### src/rtl/dmem_arbiter.sv
// Two-port arbiter in front of a single-ported data memory.
// One access every three cycles (IDLE -> ACCESS -> RESP); ties alternate between ports.
module dmem_arbiter #(
    parameter int DEPTH = 1024
) (
    input  logic        clk,
    input  logic        rst,
    input  logic        req0,
    input  logic        req1,
    input  logic        we0,
    input  logic        we1,
    input  logic [31:0] a0,
    input  logic [31:0] a1,
    input  logic [31:0] wd0,
    input  logic [31:0] wd1,
    output logic        gnt0,
    output logic        gnt1,
    output logic        done0,
    output logic        done1,
    output logic [31:0] rdata,
    output logic        err,
    output logic        mem_we,
    output logic [31:0] mem_a,
    output logic [31:0] mem_wd,
    input  logic [31:0] mem_rd
);

    typedef enum logic [1:0] {
        IDLE,
        ACCESS,
        RESP
    } state_t;

    state_t      state;
    state_t      state_nx;
    logic        last1;
    logic        win_q;
    logic        we_q;
    logic        in_range_q;
    logic        pick1;
    logic        accept;
    logic        sel_we;
    logic [31:0] sel_a;
    logic [31:0] sel_wd;

    // Port 1 wins when alone, or on a tie when port 0 was served last.
    always_comb begin
        pick1  = req1 && (!req0 || !last1);
        accept = (state == IDLE) && (req0 || req1);
        sel_we = pick1 ? we1 : we0;
        sel_a  = pick1 ? a1  : a0;
        sel_wd = pick1 ? wd1 : wd0;
    end

    always_ff @(posedge clk or negedge rst) begin
        if (!rst) begin
            state <= IDLE;
        end else begin
            state <= state_nx;
        end
    end

    always_comb begin
        state_nx = state;
        case (state)
            IDLE:    if (accept) state_nx = ACCESS;
            ACCESS:  state_nx = RESP;
            RESP:    state_nx = IDLE;
            default: state_nx = IDLE;
        endcase
    end

    // Grants are gated by rst so they stay low while reset is held.
    always_comb begin
        gnt0   = 1'b0;
        gnt1   = 1'b0;
        done0  = 1'b0;
        done1  = 1'b0;
        mem_we = 1'b0;
        case (state)
            IDLE: begin
                gnt0 = rst && req0 && !pick1;
                gnt1 = rst && pick1;
            end
            ACCESS: mem_we = we_q && in_range_q;
            RESP: begin
                done0 = !win_q;
                done1 = win_q;
            end
            default: ;
        endcase
    end

    always_ff @(posedge clk or negedge rst) begin
        if (!rst) begin
            last1      <= 1'b1;
            win_q      <= 1'b0;
            we_q       <= 1'b0;
            in_range_q <= 1'b0;
            mem_a      <= '0;
            mem_wd     <= '0;
            rdata      <= '0;
            err        <= 1'b0;
        end else begin
            if (accept) begin
                win_q      <= pick1;
                last1      <= pick1;
                we_q       <= sel_we;
                mem_a      <= sel_a;
                mem_wd     <= sel_wd;
                in_range_q <= sel_a < 32'(DEPTH);
            end
            if (state == ACCESS) begin
                rdata <= (!we_q && in_range_q) ? mem_rd : '0;
                err   <= !in_range_q;
            end
        end
    end

endmodule
### config.mk
export PLATFORM = sky130hd
export DESIGN_NAME = dmem_arbiter
export DESIGN_NICKNAME = d
export VERILOG_FILES = /design/src/rtl/dmem_arbiter.sv
export SDC_FILE = /design/constraint.sdc
export NUM_CORES = 1
export LEC_CHECK = 0
export BUFFER_PORTS_ARGS = -buffer_cell sky130_fd_sc_hd__buf_2
export CAP_MARGIN = 20
export CELL_PAD_IN_SITES_DETAIL_PLACEMENT = 0
export CELL_PAD_IN_SITES_GLOBAL_PLACEMENT = 1
export CORE_ASPECT_RATIO = 0.9
export CORE_MARGIN = 2
export CORE_UTILIZATION = 30
export CTS_CLUSTER_SIZE = 20
export DETAILED_ROUTE_END_ITERATION = 10
export PLACE_DENSITY = 0.84
export SYNTH_ARGS = -nofsm -noshare
export SYNTH_HDL_FRONTEND = slang
export SYNTH_SLANG_ARGS = --single-unit
### constraint.sdc
create_clock -name clk -period 1.7 [get_ports clk]
set_input_delay 0.17 -clock clk [delete_from_list [all_inputs] [get_ports clk]]
set_output_delay 0.17 -clock clk [all_outputs]
set_load 0.01 [all_outputs]
==> results.cfg <==
[run_status]
outcome = finished clean

[floorplanning]
fp-row-count = 42
die_y_um = 120
initial_core_util_pct = 30.5
die_x_um = 133
dieArea_um2 = 15900
ios = 268
core_area_um2 = 14700

[finish]
final_cell_mix = 266 x buf_2, 102 x dfrtp_1, 67 x nand2_1
area_delta_synth_final_pct = 45.0
drive_gt1_share_pct = 46.0
nFillCells = 1419
final_area_um2 = 6480
nets = 831
layout_commonest_cell = buf_2

[clocking]
path_clk_slew_ns = 0.07
root_buffer = clkbuf_16
cts_tree = built
cts_sinks = 103
htree_levels = 3
clk_path_buf_depth = 2
numCtsBuffers = 9
clk_latency_ns = 0.35

[worst_setup_path]
critPathMaxFanout = 17
start_kind = flop
crit_slowest_cell = dfstp_2
reg2reg_depth = 6
r2r_start = last1
path_buf_inv = 2
end_kind = primary output
slowest_delay_ns = 0.56
reg2reg_slack_ns = 0.11
required_ns = 1.53
crit_family = flip-flops
cp_cell_sequence = a21boi_4, buf_12, and3_1, buf_2
r2r-end = in_range_q
arrival_ns = 1.46
worst-setup-path-type = flop to primary output

[drt]
wl_mm = 13.4
via_per_inst = 4.68
drtIter0Drc = 124
dr.pass1.iters = 4
antenna_left = 0
routedWlPerCell_um = 15.4
drc = 0
via_count = 4068

[logic_synthesis]
syn_nets = 562
synth_area_leaders = dfrtp_1 57%, mux2i_1 15%, o21ai_0 7.4%
synth.top_cell.area_share_pct = 57.1
yosysUniqueCellTypes = 28
syn_inst = 396
synth_edf_count = 0
ys_seq_elements = 103
synth_area_per_cell_um2 = 11.3
synth_warnings = 0
synth-seq-area-share_pct = 57.7
ys.flop_type = dfrtp_1
syn_area_um2 = 4470
synth_top_area_cell = dfrtp_1
async_flop_share_pct = 100

[min_path]
hp-class = primary input to flop
min_path_cells = 2
hp-start = mem_rd[30]
min_to = rdata[30]

[sta]
finalCritPeriodShare_pct = 95.7
setup_viol = 0
fin_skew_ns = 0.00842
relSlewSlack_pct = 52.8
hold_viol = 0
max_slew.worst_pin.slew_ns = 0.708
max_freq_mhz = 614
grt_setup_unrepaired = false
slew_violations = 0
setup_tns_ns = 0
period_minus_slack_ns = 1.63

[place]
io_buffers = 267
placed_cell_area_um2 = 6100
gp_congestion = 0.804
hpwlAfterDp_mm = 10.4

[global_route]
grt-ovfl-total = 0
grt_pass1_wl_mm = 21.2
track_usage_pct = 17.1
grt_max_degree = 59
antenna_found_initial = 0
grt_pass1_vias = 4051

[power]
powerDensity_nw_per_um2 = 1480
leakage_nw = 3.47
irDropWorstVdd_v = 0.000632

[flow_run]
max-cap-violations = 0
[synth_stat cells (2+ instances only)]
cell type,n
nand2_1,67
nor4_1,10
a22o_1,33
o21ai_0,66
mux2i_1,65
and3_1,2
nand4b_1,2
buf_2,11
nor2_1,4
clkbuf_1,10
buf_4,7
dfrtp_1,102
nand4_1,2
[cells by family (layout without fill, tap and decap cells)]
logic type	Yosys count	after routing	synth area share [%]
multiplexers	65	65	14.5
AND/OR/NAND/NOR	92	92	9.07
buffers and inverters	31	305	3.67
AO/OA/AOI/OAI	105	105	15.1
other	0	1	0
flip-flops	103	103	57.7
[per-layer routing]
layer  routed length (um)  track usage, %
met5                    0               0
met4                  128            3.63
met3                 1160            6.55
met2                 6480            29.5
met1                 5590            20.4
[final cells by class]
| class | count | area [um2] | share of cell area (%) |
|---|---|---|---|
| multi-input cells | 262 | 1750 | 26.9 |
| clock inverters | 6 | 92.6 | 1.43 |
| diodes | 1 | 2.50 | 0.0386 |
| repair buffers | 287 | 1580 | 24.4 |
| clock buffers | 10 | 229 | 3.53 |
| flip-flops and latches | 103 | 2580 | 39.8 |
| inverters | 2 | 7.51 | 0.116 |
| well taps | 198 | 248 | 3.82 |
[worst max-delay path by stage]
stage	depth (start not counted)	from	to	slack (ns)
finish	4	last1	gnt1	0.07
global route	4	last1	gnt1	0.003
CTS	4	last1	gnt0	0.02
detailed placement	6	a1[15]	in_range_q	0.11
global placement	6	a1[15]	in_range_q	0.11
floorplan	6	state[1]	mem_a[22]	0.32
[stage by stage]
stage	setup WS (ns)	total power, mW	util [%]	hold WS, ns	std cells
2_1_floorplan	0.322	5.72	-	-0.126	396
3_3_place_gp	0.110	7.32	41.6	0.369	848
3_5_place_dp	0.110	7.43	41.6	0.383	848
4_1_cts	0.0206	9.76	44.1	0.0232	867
5_1_grt	0.00250	10.3	44.2	0.0204	868
6_report	0.0724	9.60	44.2	0.0444	869
[state kept, by name (all words and copies together), names as in the netlist]
name	count
mem_wd	32
in_range_q	1
rdata	32
mem_a	32
state	2
last1	1
err	1
win_q	1
we_q	1
[report_power, final]
part / leakage (nW) / internal [mW] / switching, mW
clock: 0.155 / 1.30 / 0.912
combinational: 2.00 / 1.51 / 2.13
sequential: 1.32 / 3.29 / 0.454
total: 3.47 / 6.10 / 3.50
[timing repair]
| action | in CTS | in global routing |
|---|---|---|
| gates cloned | 1 | 0 |
| hold endpoints to repair | 10 | 0 |
| hold buffers | 1 | 0 |
| buffers inserted | 1 | 1 |
| pin swaps | 1 | 0 |
| setup endpoints to repair | 2 | 3 |
| gates resized for setup | 0 | 1 |
Power figures use the tool's default switching activity.
